`src/rtl/run_limit_serializer.sv`:
```
// Run-length-limited transmitter: shifts WIDTH-bit words out MSB-first and
// inserts a complemented stuff bit after every RUN identical line bits.
//
// Ports:
//   clk, nRESET          rising-edge clock, async active-low reset
//   load_valid/ready     word handshake; data_in sampled on acceptance
//   ser_out, ser_valid   serial line bit and its qualifier
//   stuff                current ser_out bit is an inserted stuff bit
//   done                 pulse on the final bit of a frame

module run_limit_serializer #(
    parameter int WIDTH = 8,
    parameter int RUN   = 3
) (
    input  logic             clk,
    input  logic             nRESET,
    input  logic             load_valid,
    output logic             load_ready,
    input  logic [WIDTH-1:0] data_in,
    output logic             ser_out,
    output logic             ser_valid,
    output logic             stuff,
    output logic             done
);

    localparam int CW = $clog2(WIDTH + 1);
    localparam int RW = $clog2(RUN + 1);
    localparam logic [CW-1:0] WIDTH_V = CW'(WIDTH);
    localparam logic [RW-1:0] RUN_V   = RW'(RUN);

    // state names the kind of bit currently on the line
    typedef enum logic [1:0] {
        IDLE  = 2'd0,
        SHIFT = 2'd1,
        STUFF = 2'd2
    } state_t;

    state_t           state;
    logic [WIDTH-1:0] sh;
    logic [CW-1:0]    bit_cnt;
    logic [RW-1:0]    run_cnt;
    logic             last_bit;

    logic [WIDTH-1:0] src_sh;
    logic [CW-1:0]    src_cnt;
    logic [RW-1:0]    src_run;
    logic             dbit;
    logic [RW-1:0]    d_run;
    logic [CW-1:0]    d_cnt;
    logic             d_done;
    logic             need_stuff;

    // Next data bit, taken from data_in when a word is being accepted
    // so the first bit reaches the line one cycle after acceptance.
    always_comb begin
        src_sh     = (state == IDLE) ? data_in : sh;
        src_cnt    = (state == IDLE) ? WIDTH_V : bit_cnt;
        src_run    = (state == IDLE) ? '0 : run_cnt;
        dbit       = src_sh[WIDTH-1];
        d_run      = (src_run != '0 && dbit == last_bit)
                     ? src_run + 1'b1 : RW'(1);
        d_cnt      = src_cnt - 1'b1;
        // last bit only if no trailing stuff bit will follow it
        d_done     = (d_run != RUN_V) && (d_cnt == '0);
        need_stuff = (state == SHIFT) && (run_cnt == RUN_V);
    end

    always_ff @(posedge clk or negedge nRESET) begin
        if (!nRESET) begin
            state      <= IDLE;
            sh         <= '0;
            bit_cnt    <= '0;
            run_cnt    <= '0;
            last_bit   <= 1'b0;
            load_ready <= 1'b1;
            ser_out    <= 1'b0;
            ser_valid  <= 1'b0;
            stuff      <= 1'b0;
            done       <= 1'b0;
        end else begin
            unique case (1'b1)
                (state == IDLE && load_valid),
                (state != IDLE && !need_stuff && bit_cnt != '0): begin
                    state      <= SHIFT;
                    sh         <= {src_sh[WIDTH-2:0], 1'b0};
                    bit_cnt    <= d_cnt;
                    run_cnt    <= d_run;
                    last_bit   <= dbit;
                    load_ready <= 1'b0;
                    ser_out    <= dbit;
                    ser_valid  <= 1'b1;
                    stuff      <= 1'b0;
                    done       <= d_done;
                end
                need_stuff: begin
                    state      <= STUFF;
                    run_cnt    <= RW'(1);
                    last_bit   <= ~last_bit;
                    load_ready <= 1'b0;
                    ser_out    <= ~last_bit;
                    ser_valid  <= 1'b1;
                    stuff      <= 1'b1;
                    done       <= (bit_cnt == '0);
                end
                default: begin
                    state      <= IDLE;
                    run_cnt    <= '0;
                    load_ready <= 1'b1;
                    ser_out    <= 1'b0;
                    ser_valid  <= 1'b0;
                    stuff      <= 1'b0;
                    done       <= 1'b0;
                end
            endcase
        end
    end

endmodule

```
`config.mk`:
```
export PLATFORM = sky130hd
export DESIGN_NAME = run_limit_serializer
export DESIGN_NICKNAME = d
export VERILOG_FILES = /design/src/rtl/run_limit_serializer.sv
export SDC_FILE = /design/constraint.sdc
export NUM_CORES = 1
export LEC_CHECK = 0
export ABC_AREA = 1
export CAP_MARGIN = 0
export CORE_AREA = 2 2 59 61
export DETAILED_ROUTE_END_ITERATION = 12
export DIE_AREA = 0 0 61 63
export HOLD_SLACK_MARGIN = 0.1
export PLACE_DENSITY_LB_ADDON = 0.3
export RECOVER_POWER = 25
export SETUP_SLACK_MARGIN = 0.3
export SKIP_LAST_GASP = 1
export SLEW_MARGIN = 20
export SYNTH_ARGS = -nofsm -noshare
export SYNTH_HDL_FRONTEND = slang
export SYNTH_SLANG_ARGS = --single-unit
```
`constraint.sdc`:
```
create_clock -name clk -period 1.4 [get_ports clk]
set_input_delay 0.28 -clock clk [delete_from_list [all_inputs] [get_ports clk]]
set_output_delay 0.28 -clock clk [all_outputs]
set_load 0.005 [all_outputs]
```
# Word level (Yosys, flattened, before mapping)

Cells that the tools add are included.

Register bits: 21
Latch bits: 0
Memory bits (writable): 0
Memory bits (read-only): 0
Output and inout port bits: 5
Memories kept: 0

Add/subtract/negate cells: 2
Multipliers: 0
Divide/modulo/power cells: 0
Order comparisons: 0
Equal/unequal tests: 4
Shift-type cells: 0
Mux-type cells: 12
Bitwise logic cells: 1
Reductions and logical operators: 16

Operators with widths:

| operator                                                              | count |
|---|---|
| 4-bit zero test                                                       | 2 |
| 8-bit 2-to-1 mux                                                      | 1 |
| 2-bit case mux with 2 select lines                                    | 2 |
| 1-bit logical AND                                                     | 6 |
| 1-bit case mux with 2 select lines                                    | 3 |
| 2-bit nonzero test                                                    | 3 |
| 2-bit 2-to-1 mux                                                      | 2 |
| 4-bit 2-to-1 mux                                                      | 1 |
| 4-bit nonzero test                                                    | 1 |
| 4-bit by 1-bit subtractor with 4-bit output, second input constant    | 1 |
| 1-bit 2-to-1 mux                                                      | 3 |
| 3-bit OR reduction                                                    | 1 |
| 2-bit by 1-bit adder with 2-bit output, second input constant         | 1 |
| 2-bit by 1-bit equality test with 1-bit output, second input constant | 1 |
| 2-bit equality test, second input constant                            | 1 |
| 2-bit zero test                                                       | 1 |
| 2-bit != test, second input constant                                  | 1 |
| 2-bit OR reduction                                                    | 1 |
| 1-bit equality test                                                   | 1 |
| 1-bit zero test                                                       | 1 |
| 1-bit NOT                                                             | 1 |

# Logic depth before layout (Yosys ltp)

Gate-level depths: netlist (run 1).

Word-level depth: 8
Depth in mapped cells: 12
Mapped depth without buffers: 10

# Worst setup path after synthesis (run 1)

OpenSTA, ideal clock, no wires.

Path type: register to register
Start: register state[1]
End: register done
Setup time: 0.116 ns
Data arrival time: 1.422 ns
Required time: 1.284 ns
Slack: -0.138 ns
Cell stages (with the launch flop): 12
Buffers on the path: 2
Clock period less this slack: 1.538 ns
Cell sequence: dfrtp_1 -> inv_2 -> nand2_2 -> buf_6 -> buf_4 -> nand2_1 -> ha_1 -> xor2_1 -> nand2_1 -> nor2_1 -> nand2_1 -> nand2_1

Longest elaborated chain between the ends: 8
Elaborated cells on any way between the ends: 22
Those cells by class: 2 x add/sub; 3 x eq/ne; 5 x mux; 12 x reduce/logical

RTL lines:

| element                                                                                             | line | source |
|---|---|---|
| start: declaration                                                                                  | 38   | `state_t state;` |
| start signal: assignment                                                                            | 70   | `state <= IDLE;` |
| start signal: assignment                                                                            | 84   | `state <= SHIFT;` |
| start signal: assignment                                                                            | 96   | `state <= STUFF;` |
| parallel branches: the longest is 7 deep, another holds 4-bit by 1-bit subtractor with 4-bit output | --   |  |
| 1-bit case mux with 2 select lines (*)                                                              | 81   | `unique case (1'b1)` |
| end signal: assignment                                                                              | 93   | `done <= d_done;` |
| end signal: assignment                                                                              | 103  | `done <= (bit_cnt == '0);` |
| end: declaration                                                                                    | 23   | `output logic done` |

Mark *: on every way between the ends.
A chain may end at the register's enable or synchronous reset.

# Worst setup path in the final report (run 1)

Ends and elaborated chain as after synthesis.

==> flow_metrics.tcl, run 1 <==
set metrics [dict create \
    fin_tns_setup_ns -0.207 \
    layout_common_cells "dfrtp_1, nand2_1, inv_1, buf_4, clkdlybuf4s50_1" \
    use_met3_pct 3.11 \
    rrSetupSlack_ns -0.06 \
    r2r_start "state[1]" \
    synthCells 114 \
    cp_cell_sequence "buf_6 > nor2_4 > buf_6 > nand2_4 > nand2_4 > nor2_4 > nor2_4 > nand3_1 > nand2_1 > nand2_1" \
    routedWlPerCell_um 11.9 \
    fin_nets 168 \
    dpl.hpwl_um 1540 \
    met1_usage_pct 18.2 \
    fmax_ghz 0.684 \
    overflow 0 \
    root_buffer "clkbuf_4" \
    initial_utilization_pct 33.4 \
    yosysUniqueCellTypes 26 \
    path_buf_inv 2 \
    dieHeight_um 63 \
    ioPinCount 16 \
    tightest_slew_ns 0.516 \
    p_per_area_nw_per_um2 2690 \
    nFillCells 281 \
    netlist_area_um2 1080 \
    cts_tree "built" \
    n_antenna_cell 0 \
    worst_hold_path_type "input pin to asynchronous set/reset pin" \
    grt_pass1_vias 914 \
    final-hold-violation-count 0 \
    crit_arrival_ns 1.68 \
    muxShareOfSynthArea_pct 0 \
    via_per_inst 4.42 \
    synth_compound_area_share_pct 15.5 \
    r2r_cells 10 \
    area_growth_syn_to_layout_pct 56.2 \
    dr.pass1.iters 4 \
    fin_ws_ns -0.0611 \
    cts-buffers-inserted 3 \
    grt_busiest_layer "met2" \
    power.switching_mw 1.88 \
    maxCapViolations 0 \
    ys_warn_count 0 \
    synthSimpleGateAreaFrac_pct 23.3 \
    ys_ff_latch 20 \
    slew_viol_final 0 \
    whs_ns 0.460 \
    rr_endpoint "done" \
    synthAdderAreaFrac_pct 3.48 \
    ir_drop_uv 1190 \
    grt_pass1_wl_um 4070 \
    start_kind "flip-flop" \
    insertion_delay_ns 0.31 \
    vias 879 \
    switching_share_pct 41.5 \
    rsz0062_at_grt "true" \
    clockBufferDepth 2 \
    clock_power_share_pct 7.6 \
    drcViolationCount 0 \
    synth_seq_area_share_pct 46.5 \
    final_common_cell "dfrtp_1" \
    crit_type "flip-flop to flip-flop" \
    min_period_ns 1.46 \
    gp_congestion 0.835 \
    layout-drive-gt1-share_pct 53.6 \
    die-area_um2 3840 \
    violations "setup timing" \
    leakage_nw 0.796 \
    cpMostUsedCell "nor2_4" \
    combinationalPowerShare_pct 69.2 \
    finalCritPeriodShare_pct 104 \
    skew_ns 0.00789 \
    portBuffers 15 \
    synth_top_family_by_area "simple AND/OR/NAND/NOR gates" \
    pwr-share-seq_pct 23.2 \
    fp-row-count 21 \
    antenna_left 0 \
    required_ns 1.62 \
    core_area_um2 3230 \
    cp_max_fo 4 \
    grt_max_degree 21 \
    outcome "finished with violations" \
    p_int_mw 2.66 \
    slowest_stage "dfrtp_1" \
    seq_area_um2 503 \
    drtIter0Drc 18 \
    antenna_found_initial 0 \
    max-slew-margin-rel_pct 65.6 \
    fin_total_pwr_mw 4.54 \
    synthXorXnorAreaFrac_pct 0.811 \
    syn_nets 128 \
    avgSynthCellArea_um2 9.47 \
    grt.total_usage_pct 14.1 \
    grt.met2_usage_pct 21.5 \
    setup_violations 9 \
    clk_pin_slew_ns 0.12 \
    drt-total-wl_um 2370 \
    die_x_um 61 \
    cts_hold_buf 0 \
    cts.htree.levels 1 \
    max_stage_delay_ns 0.44 \
    critical_path.top_delay_family "simple AND/OR/NAND/NOR gates" \
    cts_num_sinks 20 \
    worst_setup_path_end_kind "flip-flop" \
    multi_input_area_um2 628 \
]
==> flip-flops by register name, indices dropped and copies added (netlist names) <==
| register | cells |
|---|---|
| bit_cnt | 4 |
| done | 1 |
| last_bit | 1 |
| load_ready | 1 |
| run_cnt | 2 |
| ser_out | 1 |
| ser_valid | 1 |
| sh | 7 |
| state | 2 |
==> power by group through the flow <==
stage          clock network [mW]  logic, mW  registers [mW]
2_1_floorplan                   0       1.73            1.03
3_3_place_gp                    0       2.38            1.04
3_5_place_dp                    0       2.44            1.05
4_1_cts                     0.364       2.65            1.05
5_1_grt                     0.393       3.49            1.08
6_report                    0.345       3.14            1.05
==> layer usage <==
layer | vias to the layer above | share of wire (%)
met5 | - | 0
met3 | 4 | 2.7
met2 | 12 | 50
li1 | 444 | -
met1 | 419 | 45
met4 | 0 | 1.6
==> what timing repair did <==
item | 4_1_cts | 5_1_grt
gates resized for setup | 29 | 15
gates cloned | 0 | 3
endpoints found under the setup margin | 24 | 25
pin swaps | 7 | 13
buffers inserted | 4 | 3
==> cells in the mapped netlist (all sizes together) <==
cell / number / area share (%)
a21oi: 4 / 2.5
and3: 1 / 0.58
buf: 4 / 4.2
dfrtp: 19 / 44
dfstp: 1 / 2.4
ha: 3 / 3.5
inv: 18 / 6.3
nand2: 29 / 12
nand3: 5 / 3.2
nand4: 1 / 0.58
nor2: 12 / 6.5
o211ai: 6 / 6.0
o21a: 1 / 0.70
o21ai: 9 / 6.3
xor2: 1 / 0.81
==> cells by family (layout without fill, tap and decap cells) <==
group,after synthesis,in the layout
compound gates,20,20
xor+xnor,1,1
fa+ha+maj,3,3
buf+inv,22,60
flops,20,20
simple gates,48,49
==> final cells by class <==
cell class                 count  area share, %
multi-input combinational     73           37.2
sequential                    20           29.8
timing repair buffer          38           23.2
inverter                      18           4.15
tap                           46           3.41
clock buffer                   4           2.15
==> worst max-delay path by stage <==
| stage | start | end | cells after the start |
|---|---|---|---|
| after global placement | state[0] | done | 10 |
| after CTS | state[0] | done | 10 |
| after floorplan | state[1] | done | 12 |
| final | state[1] | done | 10 |
| after global routing | state[1] | done | 10 |
| after detailed placement | state[1] | done | 10 |
==> through the flow <==
stage          cells  cell area [µm²]  setup slack (ns)  util, %
3_3_place_gp     185             1440           0.00130     44.6
3_5_place_dp     185             1440          -0.00557     44.6
5_1_grt          199             1690            -0.167     52.2
2_1_floorplan    114             1140           -0.0241        -
4_1_cts          193             1550           -0.0379     48.0
6_report         199             1690           -0.0611     52.2
==> worst reg2reg max path: cells and delay by family, from the launching register on <==
family / cells / cell delay (ns)
flops: 1 / 0.44
buf+inv: 2 / 0.31
simple gates: 8 / 0.64
Power figures use the tool's default switching activity.
==> run 2: changes to the inputs <==
--- a/config.mk
+++ b/config.mk
@@ -7,9 +7,9 @@
 export LEC_CHECK = 0
 export ABC_AREA = 1
 export CAP_MARGIN = 0
-export CORE_AREA = 2 2 59 61
+export CORE_AREA = 2 2 51 53
 export DETAILED_ROUTE_END_ITERATION = 12
-export DIE_AREA = 0 0 61 63
+export DIE_AREA = 0 0 53 55
 export HOLD_SLACK_MARGIN = 0.1
 export PLACE_DENSITY_LB_ADDON = 0.3
 export RECOVER_POWER = 25
==> run 2 against run 1 <==
Against the previous run: setup slack improved by 0.079 ns; first-iteration DRC count decreased by 61%; die area decreased by 24%; largest cell class unchanged; the flow now finishes without violations; critical endpoint unchanged; routed wire length decreased by 8.1%.
==> flow_metrics.tcl, run 2 (synthesis results as in run 1) <==
set metrics [dict create \
    clock_power_share_pct 8.0 \
    worst_hold_path_type "input pin to asynchronous set/reset pin" \
    largest_reg_flops 7 \
    setup_violations 0 \
    cts-buffers-inserted 3 \
    largest_registers "sh x7, bit_cnt x4" \
    pwr-share-seq_pct 25.0 \
    final-hold-violation-count 0 \
    leakage_nw 0.758 \
    routedWlPerCell_um 12.3 \
    area_growth_syn_to_layout_pct 43.9 \
    via_per_inst 4.85 \
    tightest_slew_ns 0.492 \
    p_per_area_nw_per_um2 2730 \
    required_ns 1.61 \
    placed_area_um2 1380 \
    finalCritPeriodShare_pct 98.7 \
    layout_common_cells "dfrtp_1, nand2_1, inv_1" \
    max-slew-margin-rel_pct 67.2 \
    vias 858 \
    startpoint "state[1]" \
    skew_ns 0.00585 \
    p_int_mw 2.48 \
    root_buffer "clkbuf_4" \
    drt-total-wl_um 2180 \
    dpl.hpwl_um 1460 \
    fin_nets 162 \
    ir_drop_uv 1370 \
    regMostFlops "sh" \
    r2r_cells 10 \
    critPathCapture "done" \
    final_common_cell "dfrtp_1" \
    rsz0062_at_grt "true" \
    rr_endpoint "done" \
    maxCapViolations 0 \
    gp_congestion 0.829 \
    drcViolationCount 0 \
    die_x_um 53 \
    cp_max_fo 6 \
    r2r_start "state[1]" \
    portBuffers 15 \
    ioPinCount 16 \
    switching_share_pct 41.6 \
    crit_type "flip-flop to flip-flop" \
    antenna_left 0 \
    initial_utilization_pct 45.7 \
    clockBufferDepth 2 \
    outcome "completed" \
    n_antenna_cell 0 \
    cts_num_sinks 20 \
    antenna_found_initial 0 \
    cts.htree.levels 1 \
    combinationalPowerShare_pct 67.0 \
    drtIter0Drc 7 \
    layout-drive-gt1-share_pct 51.7 \
    grt_pass1_wl_um 3640 \
    die-area_um2 2920 \
    slew_viol_final 0 \
    cts_tree "built" \
    grt_max_degree 21 \
    insertion_delay_ns 0.30 \
    start_kind "flip-flop" \
    crit_arrival_ns 1.59 \
    grt_pass1_vias 834 \
    worst_setup_path_end_kind "flip-flop" \
    whs_ns 0.453 \
    dp_cells 165 \
    core_area_um2 2360 \
    instances_no_fill 177 \
    fin_total_pwr_mw 4.24 \
    overflow 0 \
    clk_pin_slew_ns 0.12 \
    power.switching_mw 1.76 \
    min_period_ns 1.38 \
    rrSetupSlack_ns 0.02 \
    grt.total_usage_pct 17.2 \
    dr.pass1.iters 4 \
    dieHeight_um 55 \
    fp-row-count 18 \
    final_cell_area_um2 1550 \
    fmax_ghz 0.724 \
    final_util_pct 65.7 \
]
## run 2: worst max-delay path, cell delays in order, from the launching register on
cell     delay [ns]
dfrtp_1        0.44
inv_2          0.08
nand2_4        0.14
buf_6          0.13
nand2_2        0.06
nand2_4        0.08
nor2_4         0.04
nor2_4         0.14
nand3_2        0.07
nand2_1        0.06
nand2_1        0.04
## run 2: worst min path at each step
| stage | endpoint | from | slack (ns) |
|---|---|---|---|
| 3_5_place_dp | sh[2] | sh[2] | 0.51 |
| 4_1_cts | run_cnt[1] | nRESET | 0.30 |
| 5_1_grt | ser_out | nRESET | 0.52 |
| 2_1_floorplan | bit_cnt[0] | nRESET | -0.02 |
| 3_3_place_gp | sh[1] | sh[1] | 0.50 |
| 6_report | run_cnt[1] | nRESET | 0.45 |
## run 2: power groups by stage
stage / Combinational, mW / Clock [mW] / Sequential (mW)
6_report: 2.84 / 0.339 / 1.06
5_1_grt: 3.14 / 0.372 / 1.08
4_1_cts: 2.67 / 0.348 / 1.04
3_5_place_dp: 2.30 / 0 / 1.05
3_3_place_gp: 2.25 / 0 / 1.04
2_1_floorplan: 1.73 / 0 / 1.03
## run 2: metrics by stage
| stage | setup TNS [ns] | worst slack, ns |
|---|---|---|
| after global placement | 0 | 0.0199 |
| final | 0 | 0.0184 |
| after global routing | -0.353 | -0.0702 |
| after detailed placement | -0.0154 | -0.0154 |
| after CTS | 0 | 0.0350 |
| after floorplan | -0.0241 | -0.0241 |
## run 2: what timing repair did
action	4_1_cts	5_1_grt
buffers inserted	4	3
endpoints found under the setup margin	24	25
gates resized for setup	25	10
pin swaps	1	9
cloned	1	0
hold buffers	0	0
## run 2: layer usage
layer	vias up	track usage, %	wire length (µm)
met3	0	3.23	61
met2	14	32.9	1180
met4	0	3.85	0
met1	414	19.9	938
li1	430	-	-
met5	-	0	0
## run 2: layout make-up
cell class	instances	area, µm²
Clock buffer	4	36.3
Sequential cell	20	503
Multi-Input combinational cell	72	587
Inverter	18	67.6
Fill cell	198	811
Timing Repair Buffer	33	323
Tap cell	30	37.5
==> run 3: changes to the inputs <==
--- a/config.mk
+++ b/config.mk
@@ -15,7 +15,6 @@
 export RECOVER_POWER = 25
 export SETUP_SLACK_MARGIN = 0.3
 export SKIP_LAST_GASP = 1
-export SLEW_MARGIN = 20
 export SYNTH_ARGS = -nofsm -noshare
 export SYNTH_HDL_FRONTEND = slang
 export SYNTH_SLANG_ARGS = --single-unit
==> results of run 3 <==
No change in the layout: final DEF, timing and power equal those of run 2.
